--- src/rtl/alu_crypt_sequencer.sv ---
// alu_crypt_sequencer: drives a shared combinational ALU through XOR / PAR / STEP
// phases so that each plaintext byte is XORed with an LFSR keystream byte.
// Optional feature macro: CRYPT_PARITY_EN (adds the PAR phase that forces
// bit 7 of every output byte to the parity of bits 6:0).
module alu_crypt_sequencer #(
  parameter int LEN_W = 8
) (
  input  logic             Clk,
  input  logic             Reset_n,
  input  logic             Start,
  input  logic [6:0]       Tap,
  input  logic [6:0]       Seed,
  input  logic [LEN_W-1:0] Length,
  input  logic             InValid,
  output logic             InReady,
  input  logic [7:0]       InData,
  output logic             OutValid,
  input  logic             OutReady,
  output logic [7:0]       OutData,
  output logic             Busy,
  output logic             Done,
  output logic [3:0]       AluOp,
  output logic [7:0]       AluA,
  output logic [7:0]       AluB,
  input  logic [7:0]       AluOut
);

  // ALU opcodes shared with the ALU's definitions
  localparam logic [3:0] kREG_COPY   = 4'h0;
  localparam logic [3:0] kXOR        = 4'h3;
`ifdef CRYPT_PARITY_EN
  localparam logic [3:0] kPARITY_BIT = 4'h8;
`endif
  localparam logic [3:0] kLFSR       = 4'h9;

  typedef enum logic [2:0] {
    S_IDLE,
    S_WAIT_IN,
    S_XOR,
`ifdef CRYPT_PARITY_EN
    S_PAR,
`endif
    S_STEP,
    S_OUT,
    S_DONE
  } state_e;

  state_e           state_q, state_d;
  logic [6:0]       lfsr_state_q, lfsr_state_d;
  logic [6:0]       tap_r_q, tap_r_d;
  logic [LEN_W-1:0] cnt_q, cnt_d;
  logic [7:0]       byte_r_q, byte_r_d;
  logic [7:0]       res_r_q, res_r_d;

  // State register; a low Reset_n at an edge aborts any job and clears everything
  always_ff @(posedge Clk) begin
    if (!Reset_n) begin
      state_q      <= S_IDLE;
      lfsr_state_q <= '0;
      tap_r_q      <= '0;
      cnt_q        <= '0;
      byte_r_q     <= '0;
      res_r_q      <= '0;
    end else begin
      state_q      <= state_d;
      lfsr_state_q <= lfsr_state_d;
      tap_r_q      <= tap_r_d;
      cnt_q        <= cnt_d;
      byte_r_q     <= byte_r_d;
      res_r_q      <= res_r_d;
    end
  end

  // Next-state, datapath capture and ALU drive; outputs are idle unless a phase needs them
  always_comb begin
    state_d      = state_q;
    lfsr_state_d = lfsr_state_q;
    tap_r_d      = tap_r_q;
    cnt_d        = cnt_q;
    byte_r_d     = byte_r_q;
    res_r_d      = res_r_q;
    InReady      = 1'b0;
    OutValid     = 1'b0;
    OutData      = 8'h00;
    Done         = 1'b0;
    Busy         = (state_q != S_IDLE);
    AluOp        = kREG_COPY;
    AluA         = 8'h00;
    AluB         = 8'h00;

    case (state_q)
      S_IDLE: begin
        if (Start) begin
          if (Length != '0) begin
            tap_r_d      = Tap;
            lfsr_state_d = Seed;
            cnt_d        = Length;
            state_d      = S_WAIT_IN;
          end else begin
            state_d = S_DONE;
          end
        end
      end
      S_WAIT_IN: begin
        InReady = 1'b1;
        if (InValid) begin
          byte_r_d = InData;
          state_d  = S_XOR;
        end
      end
      S_XOR: begin
        AluOp   = kXOR;
        AluA    = byte_r_q;
        AluB    = {1'b0, lfsr_state_q};
        res_r_d = AluOut;
`ifdef CRYPT_PARITY_EN
        state_d = S_PAR;
`else
        state_d = S_STEP;
`endif
      end
`ifdef CRYPT_PARITY_EN
      S_PAR: begin
        AluOp   = kPARITY_BIT;
        AluB    = res_r_q;
        res_r_d = AluOut;
        state_d = S_STEP;
      end
`endif
      S_STEP: begin
        AluOp        = kLFSR;
        AluA         = {1'b0, tap_r_q};
        AluB         = {1'b0, lfsr_state_q};
        lfsr_state_d = AluOut[6:0];
        state_d      = S_OUT;
      end
      S_OUT: begin
        OutValid = 1'b1;
        OutData  = res_r_q;
        if (OutReady) begin
          cnt_d   = cnt_q - LEN_W'(1);
          state_d = (cnt_q == LEN_W'(1)) ? S_DONE : S_WAIT_IN;
        end
      end
      S_DONE: begin
        Done    = 1'b1;
        state_d = S_IDLE;
      end
      default: begin
        state_d = S_IDLE;
      end
    endcase
  end

endmodule

--- config.mk ---
export PLATFORM = sky130hd
export DESIGN_NAME = alu_crypt_sequencer
export DESIGN_NICKNAME = d
export VERILOG_FILES = /design/src/rtl/alu_crypt_sequencer.sv
export SDC_FILE = /design/constraint.sdc
export NUM_CORES = 1
export LEC_CHECK = 0
export ABC_AREA = 1
export CORE_MARGIN = 4
export CORE_UTILIZATION = 40
export CTS_CLUSTER_SIZE = 24
export DETAILED_ROUTE_END_ITERATION = 8
export PLACE_DENSITY = 0.7
export SYNTH_ARGS = -nofsm -noshare
export SYNTH_HDL_FRONTEND = slang
export SYNTH_SLANG_ARGS = --single-unit
--- constraint.sdc ---
create_clock -name Clk -period 1.9 [get_ports Clk]
set_input_delay 0.285 -clock Clk [delete_from_list [all_inputs] [get_ports Clk]]
set_output_delay 0.285 -clock Clk [all_outputs]
set_load 0.01 [all_outputs]
# ---- Word-level counts from Yosys, hierarchy flattened
# Index checks and enable logic that the tools add are counted.
dict set report word_totals {
  reg_bits 41
  wordCells 48
  out_inout_bits 32
}
dict set report op_classes {
  n_eq_ne 10
  mux 20
  reduce_logical 11
  addsub 1
}
# cell count
set op_table {}
lappend op_table {{$mux 8} 4}
lappend op_table {{$pmux 8 s2} 2}
lappend op_table {{$mux 7} 3}
lappend op_table {{$mux 3} 5}
lappend op_table {{$pmux 3 s5} 1}
lappend op_table {{$pmux 7 s2} 1}
lappend op_table {{$reduce_and 3->1} 3}
lappend op_table {{$eq 8x1->1 const B} 1}
lappend op_table {{$ne 2x2->1 const B} 4}
lappend op_table {{$pmux 4 s2} 1}
lappend op_table {{$reduce_bool 8->1} 1}
lappend op_table {{$sub 8x1->8 const B} 1}
lappend op_table {{$eq 3x2->1 const B} 2}
lappend op_table {{$eq 3x3->1 const B} 2}
lappend op_table {{$reduce_and 4->1} 1}
lappend op_table {{$reduce_bool 2->1} 2}
lappend op_table {{$eq 3x1->1 const B} 1}
lappend op_table {{$logic_not 3->1} 1}
lappend op_table {{$mux 1} 3}
lappend op_table {{$reduce_bool 3->1} 1}
lappend op_table {{$reduce_and 2->1} 1}
lappend op_table {{$reduce_or 2->1} 1}

# ---- Longest topological paths before layout
# Gate-level depths: netlist (run 1).
dict set report depth {
  ltp_word 4
  depth_mapped 9
  mapped_depth_nobuf 9
}

# ---- Worst setup path before layout (run 1)
# Ideal clock, no wire load.
dict set report synth_timing {
  kind {register -> output}
  from {register state_q[2]}
  to {output port AluA[0]}
  slack_ps 438
  t_arrival_ps 1177
  path_stages_with_launch 5
  n_path_buf 0
  path_cell_list {dfxtp_1 -> nor2_4 -> nand2_2 -> clkinv_1 -> a22o_1}
}
dict set report synth_via {
  elab_chain_cells 2
}
# item line
set synth_rtl {}
lappend synth_rtl {{start: declaration} 48} ;# state_e state_q, state_d;
lappend synth_rtl {{start signal: assignment} 65} ;# state_q <= state_d;
lappend synth_rtl {{$eq 3x2->1} 91} ;# case (state_q)
lappend synth_rtl {{$pmux 8 s2 (*)} 91}
lappend synth_rtl {{end: declaration} 23} ;# output logic [7:0] AluA,
# Every way passes the cells marked *; elsewhere a longest branch is shown, timed or not.

# ---- Final worst setup path (run 1)
dict set report layout_timing {
  from {register state_q[1]}
  to {output port AluOp[0]}
}
dict set report layout_via {
  elab_chain_cells 2
}
# item line
set layout_rtl {}
lappend layout_rtl {{$eq 3x2->1} 91}
lappend layout_rtl {{$pmux 4 s2 (*)} 91}
lappend layout_rtl {{end: declaration} 22} ;# output logic [3:0] AluOp,
# Marks and branches as above.

==> flow_metrics.env, run 1 <==
export IMPL_status="complete, no violations"
export IMPL_power_density_nw_per_um2=789
export IMPL_synth_seq_cells=41
export IMPL_place_port_buffers=72
export IMPL_async_flop_share_pct=0
export IMPL_yosysWarningCount=0
export IMPL_die_h_um=82.8
export IMPL_clock_sinks=41
export IMPL_routed_via_density=4.60
export IMPL_vdd_drop_max_v=0.000529
export IMPL_dp_slack_ns=0.0730
export IMPL_cts_tree="yes"
export IMPL_h_tree_depth=2
export IMPL_max_cap_violations=0
export IMPL_setup_viol=0
export IMPL_slowest_stage="clkdlybuf4s50_1"
export IMPL_arrival_ns=1.53
export IMPL_rsz0062_at_grt="no"
export IMPL_finalMaxSlewViolations=0
export IMPL_num_vias=2284
export IMPL_synthToLayoutAreaGrowth_pct=41.1
export IMPL_fill_cells=533
export IMPL_clkTransAtPathRegs_ns=0.08
export IMPL_ant_nets=0
export IMPL_clk_latency_ns=0.30
export IMPL_setup_tns_ns=0
export IMPL_drive_gt1_share_pct=10.3
export IMPL_final_nets=470
export IMPL_setup_ws_ns=0.0826
export IMPL_syn_inst=345
export IMPL_first_pass_iters=4
export IMPL_end_kind="primary output"
export IMPL_grt_use_total_pct=17.2
export IMPL_cts_buffers=5
export IMPL_ctsLongestPathBuffers=2
export IMPL_syn_area_um2=2240
export IMPL_io_pins=75
export IMPL_fin_crit_sh_pct=95.7
export IMPL_die_w_um=82.8
export IMPL_crit_path_max_fanout=4
export IMPL_cts_root_buf="clkbuf_8"
export IMPL_fmax_mhz=550
export IMPL_worst_path_largest_cell_delay_ns=0.52
export IMPL_path_cells="inv_2, nor2_4, buf_4, clkdlybuf4s50_1"
export IMPL_synthDistinctLibCells=30
export IMPL_die_area_um2=6860
export IMPL_rows=26
export IMPL_hold_violations=0
export IMPL_crit_type="flip-flop to primary output"
export IMPL_antenna_found_initial=0
export IMPL_synth_edf_count=0
export IMPL_grt_overflow=0
export IMPL_place_congestion=0.810
export IMPL_drt_iter0_markers=76
export IMPL_grt_max_degree=41
export IMPL_skew_ns=0.0117
export IMPL_hp_class="flip-flop to flip-flop"
export IMPL_initial_core_util_pct=42.5
export IMPL_worstPathRequired_ns=1.62
export IMPL_antennaDiodeCount=0
export IMPL_dp_hpwl_um=4460
export IMPL_wl_per_cell_um=11.7
export IMPL_syn_area_per_cell_um2=6.49
export IMPL_drc=0
export IMPL_grt_pass1_vias=2207
export IMPL_wl_um=5820
export IMPL_ys_flop_type="dfxtp_1"
export IMPL_grt_pass1_wl_um=9830
export IMPL_startpoint_type="flip-flop"
export IMPL_finalCriticalPeriod_ns=1.82
export IMPL_ys_seq_area_share_pct=36.7
export IMPL_power_leakage_nw=1.58
export IMPL_core_region_area_um2=5270
-- state kept, by name, summed over array words and instances (netlist names) --
name,flops
state_q,3
res_r_q,8
lfsr_state_q,7
tap_r_q,7
cnt_q,8
byte_r_q,8
-- final cells by class --
class                   count  area (um2)  share of cell area [%]
inverters                  41         156                    4.95
clock inverters             3        68.8                    2.18
flip-flops and latches     41         823                    26.1
well taps                  70        87.6                    2.77
repair buffers             88         801                    25.3
clock buffers               5        68.8                    2.18
multi-input cells         248        1150                    36.5
-- layout by cell type (no fill, tap or decap), types with 5 or more instances in the layout --
master	n
dlygate4sd2_1	28
nand2_1	75
inv_1	35
buf_4	16
dfxtp_1	39
nor2_1	83
clkbuf_8	5
nand3_1	14
o21ai_0	28
a21oi_1	19
clkdlybuf4s50_1	43
a22o_1	7
-- cells in the mapped netlist, types with 2 or more instances --
library cell,instances,share of area (%)
buf_4,4,1.3
nand2_4,2,1.0
nor2_4,2,1.0
nor2_1,83,14
dfxtp_1,41,37
nand2_1,76,13
nand4_1,2,0.56
inv_2,3,0.50
nand2_2,4,1.1
ha_1,2,1.1
o21ai_0,28,6.3
inv_1,36,6.0
a21oi_1,19,4.2
buf_2,4,0.89
clkbuf_1,2,0.34
a22o_1,7,2.7
buf_6,4,2.0
nand3_1,14,3.1
-- power by group --
group,switching (mW),internal (mW)
clock,0.329,0.529
sequential,0.0518,0.954
combinational,0.347,0.280
-- critical path, delay by kind of cell, from the launching register on --
family	cells	cell delay (ns)
buffers and inverters	3	0.72
DFF	1	0.36
and+or+nand+nor	1	0.16
-- layer usage --
metal,GRT usage [%],vias up,part of all wire [%]
met2,27.4,57,44
met3,6.93,7,7.3
li1,-,1229,-
met5,0,-,0
met4,4.90,0,1.3
met1,21.3,991,47
-- stage by stage --
stage	instance area [um2]	std cells	power, mW	hold slack, ns	utilization [%]
6_report	3160	496	2.49	0.459	59.9
5_1_grt	3160	496	2.63	0.482	59.9
4_1_cts	3160	496	2.51	0.458	60.0
3_5_place_dp	3040	487	1.66	0.446	57.7
3_3_place_gp	3040	487	1.65	0.441	57.7
2_1_floorplan	2240	346	1.44	0.430	-
-- worst paths after layout --
check / from / end / slack, ns / cells after the start
hold reg to reg: res_r_q[1] / res_r_q[1] / 0.46 / 2
setup / recovery: state_q[1] / AluOp[0] / 0.08 / 4
setup reg to reg: state_q[1] / tap_r_q[2] / 0.32 / 9
hold / removal: res_r_q[1] / res_r_q[1] / 0.46 / 2
-- logic make-up after synthesis --
kind of cell / Yosys count / synth area share [%]
simple gates: 186 / 35.2
xor+xnor: 2 / 0.783
fa+ha+maj: 2 / 1.12
compound gates: 56 / 13.8
buf+inv: 57 / 12.3
other cells: 1 / 0.168
flops: 41 / 36.7
-- what timing repair did --
action | 4_1_cts | 5_1_grt
setup endpoints to repair | 28 | 1
buffers inserted | 1 | 0
resized for setup | 35 | 2
hold buffers | 0 | 0
Power figures use the tool's default switching activity.
==> run 2: changes to the inputs <==
Settings changed: CAP_MARGIN set to 20.
Clock period 1.9 ns to 2.14 ns, I/O delays scaled along.
==> flow_metrics.env, run 2 (synthesis gave the netlist of run 1 again) <==
export IMPL_path_cells="inv_2, nor2_4, nand2_2, inv_4, a22o_1, clkdlybuf4s50_1"
export IMPL_layout_common_cells="nor2_1 (83), nand2_1 (75), clkdlybuf4s50_1 (65)"
export IMPL_hold_violations=0
export IMPL_clk_latency_ns=0.29
export IMPL_startpoint_type="flip-flop"
export IMPL_critPathBufInv=3
export IMPL_finalCriticalPeriod_ns=2.08
export IMPL_p_sw_share_pct=32.4
export IMPL_crit_path_max_fanout=8
export IMPL_max_cap_violations=0
export IMPL_h_tree_depth=2
export IMPL_final_nets=463
export IMPL_r2r_cells=8
export IMPL_timing_rr_start="state_q[1]"
export IMPL_hold_path_cell_count=2
export IMPL_final_common_cell="nor2_1"
export IMPL_drive_gt1_share_pct=8.83
export IMPL_fill_cells=518
export IMPL_die_w_um=82.8
export IMPL_rsz0062_at_grt="yes"
export IMPL_switchingPower_uw=633
export IMPL_grt_overflow=0
export IMPL_holdWs_ns=0.460
export IMPL_p_total_mw=1.95
export IMPL_crit_start="state_q[1]"
export IMPL_arrival_ns=1.76
export IMPL_cpLargestDelayFamily="buffers and inverters"
export IMPL_dp_hpwl_um=4490
export IMPL_end_kind="primary output"
export IMPL_cts_buffers=5
export IMPL_place_port_buffers=72
export IMPL_rows=26
export IMPL_clockPowerShare_pct=25.8
export IMPL_fmax_mhz=481
export IMPL_antennaDiodeCount=0
export IMPL_cts_hold_buf=0
export IMPL_drt_iter0_markers=86
export IMPL_fin_crit_sh_pct=97.1
export IMPL_io_pins=75
export IMPL_core_region_area_um2=5270
export IMPL_grt_max_degree=41
export IMPL_intPower_mw=1.32
export IMPL_cts_root_buf="clkbuf_8"
export IMPL_slowest_stage="clkdlybuf4s50_1"
export IMPL_status="complete, no violations"
export IMPL_grt_pass1_wl_um=9890
export IMPL_num_vias=2250
export IMPL_p_seq_share_pct=45.9
export IMPL_cts_tree="yes"
export IMPL_ctsLongestPathBuffers=2
export IMPL_crit_type="flip-flop to primary output"
export IMPL_min_delay_start="res_r_q[6]"
export IMPL_crit_cells=6
export IMPL_vdd_drop_max_v=0.000308
export IMPL_power_density_nw_per_um2=626
export IMPL_largest_registers="byte_r_q (8), cnt_q (8), res_r_q (8)"
export IMPL_die_h_um=82.8
export IMPL_die_area_um2=6860
export IMPL_clkTransAtPathRegs_ns=0.08
export IMPL_routed_via_density=4.60
export IMPL_p_comb_share_pct=28.2
export IMPL_drc=0
export IMPL_power_leakage_nw=1.50
export IMPL_hp_class="flip-flop to flip-flop"
export IMPL_worst_path_largest_cell_delay_ns=0.53
export IMPL_grt_pass1_vias=2100
export IMPL_clock_sinks=41
export IMPL_finalMaxSlewViolations=0
export IMPL_place_congestion=0.803
export IMPL_ant_nets=0
export IMPL_synthToLayoutAreaGrowth_pct=39.1
export IMPL_antenna_found_initial=0
export IMPL_wl_per_cell_um=12.2
export IMPL_first_pass_iters=4
export IMPL_setup_viol=0
export IMPL_initial_core_util_pct=42.5
export IMPL_wl_um=5950
export IMPL_skew_ns=0.00514
export IMPL_worstPathRequired_ns=1.82
export IMPL_grt_use_total_pct=17.1
-- run 2: cell types whose count changed in the layout (fill, tap and decap cells not counted), sizes merged --
cell | previous run | this run
dlymetal6s2s | 0 | 6
buf | 16 | 9
clkdlybuf4s50 | 43 | 65
bufinv | 2 | 0
dlygate4sd2 | 28 | 1
clkbuf | 6 | 5
clkinv | 2 | 3
clkinvlp | 0 | 1
-- run 2: final cells by class --
type | count | area (um2) | share of cell area (%)
Multi-Input combinational cell | 248 | 1150 | 36.9
Clock buffer | 5 | 68.8 | 2.21
Clock inverter | 3 | 17.5 | 0.563
Inverter | 41 | 161 | 5.18
Tap cell | 70 | 87.6 | 2.81
Sequential cell | 41 | 827 | 26.6
Timing Repair Buffer | 81 | 802 | 25.8
-- run 2: timing repair --
action	4_1_cts	5_1_grt
setup buffers	0	1
setup endpoints to repair	24	16
pin swaps	0	0
gates resized for setup	7	9
-- run 2: per-layer routing --
layer / wire length (um) / vias up / part of all wire (%) / track usage (%)
li1: - / 1217 / - / -
met1: 2850 / 963 / 48 / 23.0
met2: 2650 / 68 / 44 / 27.0
met3: 425 / 2 / 7.1 / 5.35
met4: 24 / 0 / 0.40 / 3.57
met5: 0 / - / 0 / 0
-- run 2: worst paths after layout --
kind                                    to  slack [ns]
worst max-delay path               AluA[4]        0.06
worst min-delay path            res_r_q[6]        0.46
worst max register to register  tap_r_q[3]        0.59
worst min register to register  res_r_q[6]        0.46
-- run 2: metrics by stage --
step	std cells	setup TNS (ns)	instance area, um2	setup WS, ns	utilization [%]
after floorplan	346	0	2240	0.642	-
after global placement	480	0	2990	0.215	56.7
after detailed placement	480	0	2990	0.180	56.7
after CTS	488	0	3090	0.0464	58.6
after global routing	489	-0.0145	3110	-0.0145	59.1
final	489	0	3110	0.0631	59.1
-- run 2: power by group through the flow --
stage	clock [mW]	combinational (mW)	sequential, mW
after global routing	0.539	0.634	0.904
after detailed placement	0	0.547	0.912
final	0.503	0.551	0.896
after CTS	0.515	0.551	0.895
after floorplan	0	0.381	0.898
after global placement	0	0.539	0.911
-- run 2: tightest hold or removal path, stage by stage (launching register included) --
cell	delay, ns
dfxtp_1	0.30
inv_1	0.06
a21oi_1	0.06
==> variant: new RTL, settings of run 2 <==
Encoding of `state_e`: now one-hot (6 bits for 6 states).
--- a/src/rtl/alu_crypt_sequencer.sv
+++ b/src/rtl/alu_crypt_sequencer.sv
@@ -34,14 +34,14 @@
   localparam logic [3:0] kLFSR       = 4'h9;
 
-  typedef enum logic [2:0] {
-    S_IDLE,
-    S_WAIT_IN,
-    S_XOR,
+  typedef enum logic [5:0] {
+    S_IDLE    = 6'b000001,
+    S_WAIT_IN = 6'b000010,
+    S_XOR     = 6'b000100,
 `ifdef CRYPT_PARITY_EN
     S_PAR,
 `endif
-    S_STEP,
-    S_OUT,
-    S_DONE
+    S_STEP    = 6'b001000,
+    S_OUT     = 6'b010000,
+    S_DONE    = 6'b100000
   } state_e;
 
Function: no difference found for any inputs over 10 cycles, from zero or initial values and one cycle with Reset_n low; not proved beyond that.
==> variant against run 2 <==
The run now ends with negative setup slack left; hold slack improved by 0.0025 ns; maximum frequency decreased by 3.7%; combinational power increased by 28%; sequential cell count increased by 3; utilization about the same; critical path depth unchanged; routed wire length increased by 10%; clock power increased by 7.0%; synthesized area increased by 7.6%; register-to-register slack got worse by 0.14 ns; total power increased by 15%; design area increased by 7.6%; setup slack got worse by 0.080 ns; critical endpoint is now AluB[0]; largest power group unchanged.
==> variant: results (changes against run 2) <==
- Initial DRC Count: 125 (+45%)
- Final setup viols: 5 (+5)
- Net Switching: 0.794 mW (+26%)
- Final Worst Setup Slack: -0.0168 ns (-0.0799 ns)
- End point of the critical path: AluB[0]
- Metal-1 WL: 2.81 mm (-1.5%)
- Peak VDD IR: 0.373 mV (+21%)
- P_leak: 1.67 nW (+11%)
- DP Area: 0.00321 sq mm (+7.3%)
- Worst-path maximum fanout: 7 (-1)
- Power share of the combinational group: 31.6% (+3.4 points)
- Seq power: 0.996 mW (+11%)
- Met3 WL post-DR: 474 um (+12%)
- Status: complete, but fails checks
- Adder-cell area share of the yosys netlist: 1.04% (-0.079 points)
- Synth Area in XOR/XNOR: 0.364% (-0.42 points)
- WL/cell: 12.5 um (+2.4%)
- Post-Route WL: 6.57 mm (+10%)
- M3 GR Usage: 4.42% (-0.93 points)
- Cell variety after synth: 32 (+6.7%)
- Internal power: 1.45 mW (+9.8%)
- Vias in the first global route: 2,464 (+17%)
- Largest net degree at the start of global routing: 25 (-39%)
- Commonest cells post-synth: nand2_1, nor2_1, dfxtp_1
- Sequential share of the synthesized area: 36.6% (-0.097 points)
- Setup TNS: -0.0415 ns (-0.0415 ns)
- R2R cell count: 10 (+2)
- Final Wtd Congestion: 0.840 (+4.6%)
- Pre-CTS setup slack: 0.110 ns (-0.0699 ns)
- Post-synthesis compound-gate area fraction: 8.99% (-4.8 points)
- Worst Skew: 0.00870 ns (+0.00356 ns)
- Met2 GRT Util: 31.1% (+4.0 points)
- First-pass GRT wire length: 10.9 mm (+9.8%)
- Synth top area cells: dfxtp_1, nand2_1, nor2_1
- Dpl cells: 518 (+7.9%)
- HPWL Detailed: 5.07 mm (+13%)
- Failing checks: negative setup slack
- Worst R2R Setup Slack: 0.45 ns (-0.14 ns)
- Fraction of layout cells with a size suffix above 1: 10.1% (+1.3 points)
==> variant: cell count changes in the layout (fill, tap and decap cells not counted), moves of 4 or more <==
cell             delta
a22o_1              -7
nor2_4              +5
clkdlybuf4s50_1    -11
o21ai_0            -17
a211oi_1            +8
nand4_1             +4
nor2_1              +6
nand2_1            +32
a21oi_1             -8
dlygate4sd2_1       +8
==> variant: cell families after synthesis <==
logic type | count (synthesis)
and+or+nand+nor | 238
DFF | 44
AOI/OAI and AO/OA | 37
other | 1
adders and majority gates | 2
buffers and inverters | 54
xor gates and xnor gates | 1
==> variant: cell type report <==
class / count / area [sq um]
well taps: 72 / 90.1
inverters: 40 / 156
clock inverters: 3 / 21.3
clock buffers: 5 / 68.8
fillers: 556 / 2320
flip-flops and latches: 44 / 886
repair buffers: 83 / 822
multi-input cells: 280 / 1310
==> variant: timing repair <==
| action | in CTS | in global routing |
|---|---|---|
| setup endpoints to repair | 25 | 17 |
| setup buffers | 1 | 0 |
| pin swaps | 1 | 0 |
| resized for setup | 19 | 11 |
